===== src/rtl/irq_injector_pkg.sv =====
`default_nettype none
// ============================================================================
// irq_inj_pkg : shared state encoding and word-aligned address compare
// Revision    : 1.0
// ============================================================================
package irq_inj_pkg;

  typedef enum logic [1:0] {
    ST_IDLE   = 2'd0,
    ST_WAIT   = 2'd1,
    ST_ASSERT = 2'd2,
    ST_DONE   = 2'd3
  } state_e;

  localparam logic [31:0] WORD_MASK = 32'hFFFF_FFFC;

  function automatic logic addr_match(input logic [31:0] a, input logic [31:0] b);
    return (a & WORD_MASK) == (b & WORD_MASK);
  endfunction

endpackage
`default_nettype wire


===== src/rtl/irq_injector.sv =====
`default_nettype none
// ============================================================================
// irq_injector : PC-triggered external interrupt source with ack and watchdog
// Revision     : 1.0
// ============================================================================
module irq_injector
  import irq_inj_pkg::*;
#(
  parameter logic [31:0] TRIGGER_PC = 32'h0000_3018,
  parameter logic [31:0] ACK_ADDR   = 32'h0000_7F20,
  parameter int unsigned DELAY      = 0,
  parameter int unsigned MAX_COUNT  = 1,
  parameter int unsigned HOLD_MAX   = 256
) (
  input  logic        clk,
  input  logic        reset,
  input  logic        enable,
  input  logic [31:0] macroscopic_pc,
  input  logic [31:0] m_data_addr,
  input  logic [3:0]  m_data_byteen,
  output logic        interrupt,
  output logic [7:0]  irq_count,
  output logic        timeout,
  output logic [1:0]  state
);

  localparam logic [7:0]  DELAY_L   = 8'(DELAY);
  localparam logic [7:0]  MAX_L     = 8'(MAX_COUNT);
  localparam logic [15:0] HOLD_LAST = 16'(HOLD_MAX - 1);

  state_e      state_q;
  logic        interrupt_q;
  logic [7:0]  irq_count_q;
  logic        timeout_q;
  logic        pc_left_q;
  logic [7:0]  dcnt_q;
  logic [15:0] hold_q;

  logic w_trig;
  logic w_ack;

  assign w_trig = addr_match(macroscopic_pc, TRIGGER_PC);
  assign w_ack  = (|m_data_byteen) && addr_match(m_data_addr, ACK_ADDR);

  always_ff @(posedge clk) begin
    if (!reset) begin
      state_q     <= ST_IDLE;
      interrupt_q <= 1'b0;
      irq_count_q <= 8'd0;
      timeout_q   <= 1'b0;
      pc_left_q   <= 1'b1;
      dcnt_q      <= 8'd0;
      hold_q      <= 16'd0;
    end else begin
      // Re-arming requires the PC to have moved off the trigger at least once.
      if (!w_trig) begin
        pc_left_q <= 1'b1;
      end
      case (state_q)
        ST_IDLE: begin
          if (enable && w_trig && pc_left_q && (irq_count_q < MAX_L)) begin
            pc_left_q <= 1'b0;
            if (DELAY_L == 8'd0) begin
              state_q     <= ST_ASSERT;
              interrupt_q <= 1'b1;
              irq_count_q <= irq_count_q + 8'd1;
              hold_q      <= 16'd0;
            end else begin
              state_q <= ST_WAIT;
              dcnt_q  <= DELAY_L;
            end
          end
        end
        ST_WAIT: begin
          if (!enable) begin
            state_q <= ST_IDLE;
            dcnt_q  <= 8'd0;
          end else if (dcnt_q == 8'd1) begin
            state_q     <= ST_ASSERT;
            dcnt_q      <= 8'd0;
            interrupt_q <= 1'b1;
            irq_count_q <= irq_count_q + 8'd1;
            hold_q      <= 16'd0;
          end else begin
            dcnt_q <= dcnt_q - 8'd1;
          end
        end
        ST_ASSERT: begin
          // Ack takes priority over watchdog expiry in the same cycle.
          if (w_ack) begin
            state_q     <= ST_DONE;
            interrupt_q <= 1'b0;
          end else if (hold_q == HOLD_LAST) begin
            state_q     <= ST_DONE;
            interrupt_q <= 1'b0;
            timeout_q   <= 1'b1;
          end else begin
            hold_q <= hold_q + 16'd1;
          end
        end
        ST_DONE: begin
          state_q <= ST_IDLE;
        end
        default: begin
          state_q <= ST_IDLE;
        end
      endcase
    end
  end

  assign interrupt = interrupt_q;
  assign irq_count = irq_count_q;
  assign timeout   = timeout_q;
  assign state     = state_q;

endmodule
`default_nettype wire

===== config.mk =====
export PLATFORM = sky130hd
export DESIGN_NAME = irq_injector
export DESIGN_NICKNAME = d
export VERILOG_FILES = /design/src/rtl/irq_injector_pkg.sv /design/src/rtl/irq_injector.sv
export SDC_FILE = /design/constraint.sdc
export NUM_CORES = 1
export LEC_CHECK = 0
export BUFFER_PORTS_ARGS = -buffer_cell sky130_fd_sc_hd__buf_4
export CAP_MARGIN = 0
export CORE_ASPECT_RATIO = 1.4
export CORE_MARGIN = 5
export CORE_UTILIZATION = 25
export CTS_CLUSTER_DIAMETER = 200
export DETAILED_ROUTE_END_ITERATION = 6
export SYNTH_ARGS = -nofsm -noshare
export SYNTH_HDL_FRONTEND = slang
export SYNTH_SLANG_ARGS = --single-unit

===== constraint.sdc =====
create_clock -name clk -period 2.1 [get_ports clk]
set_input_delay 0.42 -clock clk [delete_from_list [all_inputs] [get_ports clk]]
set_output_delay 0.42 -clock clk [all_outputs]
set_load 0.005 [all_outputs]

==> flow_summary_export.csv, run 1 <==
group,metric,value,unit
status,status,"finished clean",
power,irDropWorstVdd,0.373,mV
power,leakage,1.33,nW
clock_network,clockRootBuffer,"clkbuf_16",
sta,finClkSkew,0.00711,ns
routing,viasPerCell,5.12,
routing,ant_nets,0,
clock_network,tritoncts,"yes",
power,finalPower,1.55,mW
global_route,grt_pass1_wl,10100,um
finish,final_nets,442,
yosys,yosys.area.top_type,"dfxtp_1",
floorplanning,die_h,119,um
sta,hold_violations,0,
yosys,synthesis.area,0.00213,mm^2
place,place_area,0.00298,mm^2
yosys,ys_seq_area_share,34.7,%
clock_network,insertion_delay,0.28,ns
power,seq_power_share,45.1,%
yosys,syn-instance-count,268,
sta,fmax,518,MHz
floorplanning,die_width,88.1,um
setup_path,cp_cell_sequence,"ha_1 > and3_1 > nand4_1 > nand2_1 > nor2_1 > nor3_4 > a221o_2",
global_route,antenna_found_initial,0,
floorplanning,placeableCoreArea,0.00846,mm^2
yosys,async_flop_share,0,%
sta,fin_ws,0.170,ns
finish,synthToLayoutAreaGrowth,46.2,%
global_route,grt_max_degree,24,
finish,post-route-util,36.9,%
clock_network,cts_inserted_buffers,5,
yosys,yosysUniqueCellTypes,49,
routing,firstDrtPassIters,5,
place,io_buffers,78,
routing,vias,2418,
power,netSwitchingPower,329,uW
global_route,grt_pass1_vias,2402,
setup_path,start_kind,"flop",
setup_path,reg2reg_from,"hold_q[1]",
finish,fillers,891,
yosys,ys.flop_type,"dfxtp_1",
setup_path,path_class,"reg2reg",
min_path,hold_depth,3,
power,power_frac_clock,46.8,%
place,place_ws,-0.0693,ns
clock_network,clkTransAtPathRegs,0.06,ns
setup_path,slowest_stage,"a221o_2",
power,netSwitchingFraction,21.1,%
min_path,hp-class,"in2reg",
setup_path,worstRegToRegCells,7,
yosys,synth_area_leaders,"dfxtp_1 (35%), nand2_1 (5.6%), nor2_1 (5.1%)",
floorplanning,die-area,0.0105,mm^2
routing,drtIter0Drc,116,
yosys,synth_nets,344,
place,dp_hpwl,4880,um
power,p_comb_share,8.1,%
clock_network,clkSinkCount,37,
yosys,avgSynthCellArea,7.96,um^2
sta,finalSetupViolCount,0,
clock_network,htree_num_levels,2,
floorplanning,initial_utilization,25.2,%
setup_path,max_stage_delay,0.40,ns
routing,routed_wl,6250,um
sta,rsz0062_at_grt,"no",
finish,drive_gt1_share,33.2,%
setup_path,crit_fanout,5,
routing,wl_per_cell,13.2,um
floorplanning,row_count,40,
setup_path,cp.buffers_inverters,0,
power,powerDensity,498,mW/mm^2
sta,maxSlewHeadroom,58.0,%
flow_run,cap_violations,0,
setup_path,worstPathArrival,2.10,ns
finish,postLayoutCellArea,0.00312,mm^2
sta,whs,0.447,ns
sta,slew_violations,0,
min_path,worstHoldStart,"enable",
finish,num_antenna_cells,0,
clock_network,cts.path.max_buffers,2,
setup_path,worstSetupEndpointType,"flop",
setup_path,rrSetupSlack,0.17,ns
sta,worstMarginPinSlew,0.627,ns
routing,drc_errors,0,
yosys,synth_top_area_share,34.7,%
floorplanning,ioPinCount,83,
setup_path,required,2.27,ns
min_path,min_to,"dcnt_q[1]",
yosys,synth_seq_cells,37,
yosys,synth_edf_count,0,
power,internal-power,1.23,mW
place,routabilityCongestion,0.790,
sta,fin_crit_sh,91.9,%
global_route,grt_usage,11.8,%
setup_path,cp_top_family,"simple AND/OR/NAND/NOR gates",
setup_path,r2r_end,"hold_q[10]",
yosys,yosysWarnings,0,
global_route,overflow,0,
sta,finalCriticalPeriod,1.93,ns
## synth_stat cells, types with 3 or more instances
master     n
nand2_1   32
mux2i_1    3
and3_1    12
a31oi_1    3
nor2b_1    4
o21ai_0   12
nor3_1     9
nand4_1    7
nor2_1    29
nor4_1    17
nand3_1   13
or3_1      4
nand2b_1   6
a21oi_1   11
inv_1      9
nand3b_1   3
clkbuf_1   5
dfxtp_1   37
o211ai_1   5
ha_1       5
a221o_2    5
## through the flow
stage,TNS (ns),std cells
2_1_floorplan,0,268
3_3_place_gp,-0.445,464
3_5_place_dp,-0.422,464
4_1_cts,0,472
5_1_grt,0,472
6_report,0,472
## cells in the final DEF (no fill, tap or decap), types with 3 or more instances in the layout
| cell | n |
|---|---|
| and3_1 | 12 |
| nand3b_1 | 3 |
| nand2b_1 | 6 |
| dfxtp_1 | 37 |
| nand3_1 | 13 |
| ha_1 | 5 |
| nor3_1 | 8 |
| inv_1 | 9 |
| buf_4 | 99 |
| a31oi_1 | 3 |
| mux2i_1 | 3 |
| o21ai_0 | 12 |
| nand2_1 | 32 |
| a221o_2 | 5 |
| clkbuf_16 | 5 |
| nand4_1 | 7 |
| or3_1 | 4 |
| nor2b_1 | 4 |
| a21oi_1 | 11 |
| nor4_1 | 17 |
| nor2_1 | 29 |
| o211ai_1 | 5 |
## cell type report
cell class | instances | area [um^2] | share of cell area (%)
clock buffers | 6 | 129 | 4.13
clock inverters | 2 | 10.0 | 0.321
inverters | 9 | 33.8 | 1.08
multi-input cells | 214 | 1330 | 42.7
flip-flops and latches | 37 | 741 | 23.7
well taps | 105 | 131 | 4.21
repair buffers | 99 | 743 | 23.8
## kinds of logic after synthesis
kind of cell / count (synthesis) / synth area share, %
xor+xnor: 2 / 0.821
mux: 3 / 1.41
simple gates: 153 / 40.3
fa+ha+maj: 5 / 2.93
compound gates: 51 / 16.8
buf+inv: 17 / 3.05
flops: 37 / 34.7
## power by group through the flow
stage	combinational [mW]	sequential [mW]	clock, mW
floorplan	0.0244	0.717	0
global placement	0.125	0.717	0
detailed placement	0.127	0.717	0
CTS	0.127	0.702	0.749
global route	0.136	0.702	0.769
finish	0.126	0.702	0.727
## worst register-to-register path, cell delays in order, from the launching register on
cell and delay [ns]:
dfxtp_1 0.33, ha_1 0.21, and3_1 0.21, nand4_1 0.10
nand2_1 0.09, nor2_1 0.37, nor3_4 0.12, a221o_2 0.40
## sequential cells by signal, summed over array words and instances, names as in the netlist
name and flops:
state 2, pc_left_q 1, irq_count 8, interrupt 1, hold_q 16, timeout 1, dcnt_q 8
## routing by layer
layer | vias to the layer above | global-route usage [%] | part of all wire (%)
met3 | 14 | 3.11 | 9.1
met1 | 1099 | 12.5 | 39
li1 | 1203 | - | -
met5 | - | 0 | 0
met4 | 0 | 5.77 | 2.9
met2 | 102 | 21.0 | 49
## how the worst max path moves through the flow
stage	start	end	cells past startpoint
after CTS	irq_count[1]	hold_q[10]	8
after global placement	m_data_byteen[1]	hold_q[13]	8
after global routing	hold_q[1]	hold_q[2]	8
after detailed placement	m_data_byteen[1]	hold_q[10]	8
after floorplan	irq_count[0]	hold_q[10]	8
final	hold_q[1]	hold_q[10]	7
## timing repair
item,CTS,global route
setup buffers,0,0
gates resized for setup,0,1
hold buffers,0,0
setup endpoints to repair,0,10
No activity file was read; power rests on OpenSTA's default activity.
==> run 2: changes to the inputs <==
--- a/config.mk
+++ b/config.mk
@@ -12,6 +12,7 @@
 export CORE_UTILIZATION = 25
 export CTS_CLUSTER_DIAMETER = 200
 export DETAILED_ROUTE_END_ITERATION = 6
+export REMOVE_ABC_BUFFERS = 1
 export SYNTH_ARGS = -nofsm -noshare
 export SYNTH_HDL_FRONTEND = slang
 export SYNTH_SLANG_ARGS = --single-unit
==> flow_summary_export.csv, run 2 (synthesis gave the netlist of run 1 again) <==
group,metric,value,unit
status,status,"finished clean",
power,leakage,1.35,nW
clock_network,htree_num_levels,2,
global_route,grt_pass1_vias,2349,
setup_path,cp_cell_sequence,"inv_1 > ha_1 > and4b_1 > nand3_1 > nor3_2 > a21oi_2 > o21ai_1 > buf_4 > o31ai_1",
floorplanning,die-area,0.0105,mm^2
routing,routed_wl,6320,um
place,dp_hpwl,5010,um
finish,final_nets,444,
routing,ant_nets,0,
finish,synthToLayoutAreaGrowth,48.9,%
sta,hold_violations,0,
finish,drive_gt1_share,34.4,%
floorplanning,die_h,119,um
routing,viasPerCell,4.99,
sta,whs,0.461,ns
global_route,grt_usage,12.7,%
sta,finalCriticalPeriod,1.92,ns
setup_path,reg2reg_from,"irq_count[0]",
floorplanning,placeableCoreArea,0.00846,mm^2
setup_path,path_depth,9,
place,place_area,0.00299,mm^2
clock_network,cts.path.max_buffers,2,
setup_path,cp.buffers_inverters,2,
floorplanning,initial_utilization,25.2,%
setup_path,worstPathArrival,2.11,ns
floorplanning,die_width,88.1,um
finish,postLayoutCellArea,0.00318,mm^2
sta,tns,0,ns
power,irDropWorstVdd,0.296,mV
setup_path,cp_top_family,"compound AO/OA/AOI/OAI gates",
setup_path,start_kind,"flop",
routing,vias,2363,
global_route,antenna_found_initial,0,
routing,wl_per_cell,13.3,um
sta,finalSetupViolCount,0,
setup_path,max_stage_delay,0.33,ns
setup_path,rrSetupSlack,0.18,ns
finish,largest_register,"hold_q",
sta,worstMarginPinSlew,0.634,ns
finish,layout_common_cells,"buf_4 (101), dfxtp_1 (37), nand2_1 (32), nor2_1 (27), nor4_1 (17)",
routing,drc_errors,0,
setup_path,critPathLaunch,"irq_count[0]",
global_route,grt_max_degree,23,
setup_path,crit_fanout,7,
sta,fin_ws,0.183,ns
clock_network,cts_inserted_buffers,5,
clock_network,insertion_delay,0.28,ns
sta,rsz0062_at_grt,"yes",
setup_path,worstRegToRegCells,9,
sta,finClkSkew,0.00536,ns
setup_path,required,2.29,ns
clock_network,tritoncts,"yes",
finish,layout_commonest_cell,"buf_4",
sta,fmax,522,MHz
min_path,hp-class,"in2reg",
setup_path,r2r_end,"hold_q[2]",
setup_path,path_class,"reg2reg",
setup_path,crit_path_end,"hold_q[2]",
floorplanning,row_count,40,
finish,post-route-util,37.6,%
sta,fin_crit_sh,91.3,%
place,dp_cells,465,
flow_run,cap_violations,0,
place,io_buffers,78,
global_route,grt_pass1_wl,10700,um
finish,num_antenna_cells,0,
finish,final_cells,474,
setup_path,worstSetupEndpointType,"flop",
global_route,overflow,0,
routing,drtIter0Drc,158,
floorplanning,ioPinCount,83,
place,routabilityCongestion,0.789,
clock_network,clkSinkCount,37,
sta,slew_violations,0,
sta,maxSlewHeadroom,57.4,%
clock_network,clockRootBuffer,"clkbuf_16",
setup_path,slowest_stage,"dfxtp_1",
power,finalPower,1.72,mW
power,powerDensity,542,mW/mm^2
clock_network,clkTransAtPathRegs,0.06,ns
finish,largest_reg_flops,16,
place,place_ws,-0.0986,ns
routing,firstDrtPassIters,4,
[run 2: cell count changes in the layout (fill, tap and decap cells not counted)]
cell,previous run,this run
bufinv_16,0,1
nor2_1,29,27
clkinv_2,2,0
nor2_2,0,2
buf_4,99,101
clkbuf_8,0,1
clkinvlp_4,0,1
clkbuf_1,1,0
[run 2: layout make-up]
cell class                 count  area (um^2)
clock buffer                   6          139
inverter                       9         33.8
multi-input combinational    214         1340
clock inverter                 2         37.5
fill                         847         5280
timing repair buffer         101          758
sequential                    37          741
tap                          105          131
[run 2: layer usage]
layer  global-route usage [%]  part of all wire (%)
met1                     13.9                    40
met2                     22.8                    54
met3                     2.77                   3.7
met4                     5.20                   2.2
met5                        0                     0
[run 2: how the worst min path moves through the flow]
stage | startpoint | slack [ns] | to | cells after the start
2_1_floorplan | dcnt_q[1] | 0.45 | dcnt_q[1] | 2
3_3_place_gp | timeout | 0.46 | timeout | 2
3_5_place_dp | timeout | 0.47 | timeout | 2
4_1_cts | enable | 0.45 | dcnt_q[1] | 3
5_1_grt | enable | 0.47 | dcnt_q[1] | 3
6_report | enable | 0.46 | dcnt_q[1] | 3
[run 2: timing repair]
| action | 4_1_cts | 5_1_grt |
|---|---|---|
| gates resized for setup | 0 | 3 |
| setup buffers | 0 | 1 |
| hold buffers | 0 | 0 |
| setup endpoints to repair | 0 | 21 |
[run 2: power breakdown]
part	leakage, nW	internal [mW]	total, mW	switching, mW
Sequential	0.298	0.702	0.702	0.000000000113
Combinational	0.968	0.0883	0.128	0.0396
Clock	0.0831	0.593	0.893	0.300
Total	1.35	1.38	1.72	0.340
[run 2: worst min-delay path, delay by kind of cell]
kind	cells	cell delay [ns]
and+or+nand+nor	1	0.08
buffers and inverters	1	0.13
AOI/OAI and AO/OA	1	0.06
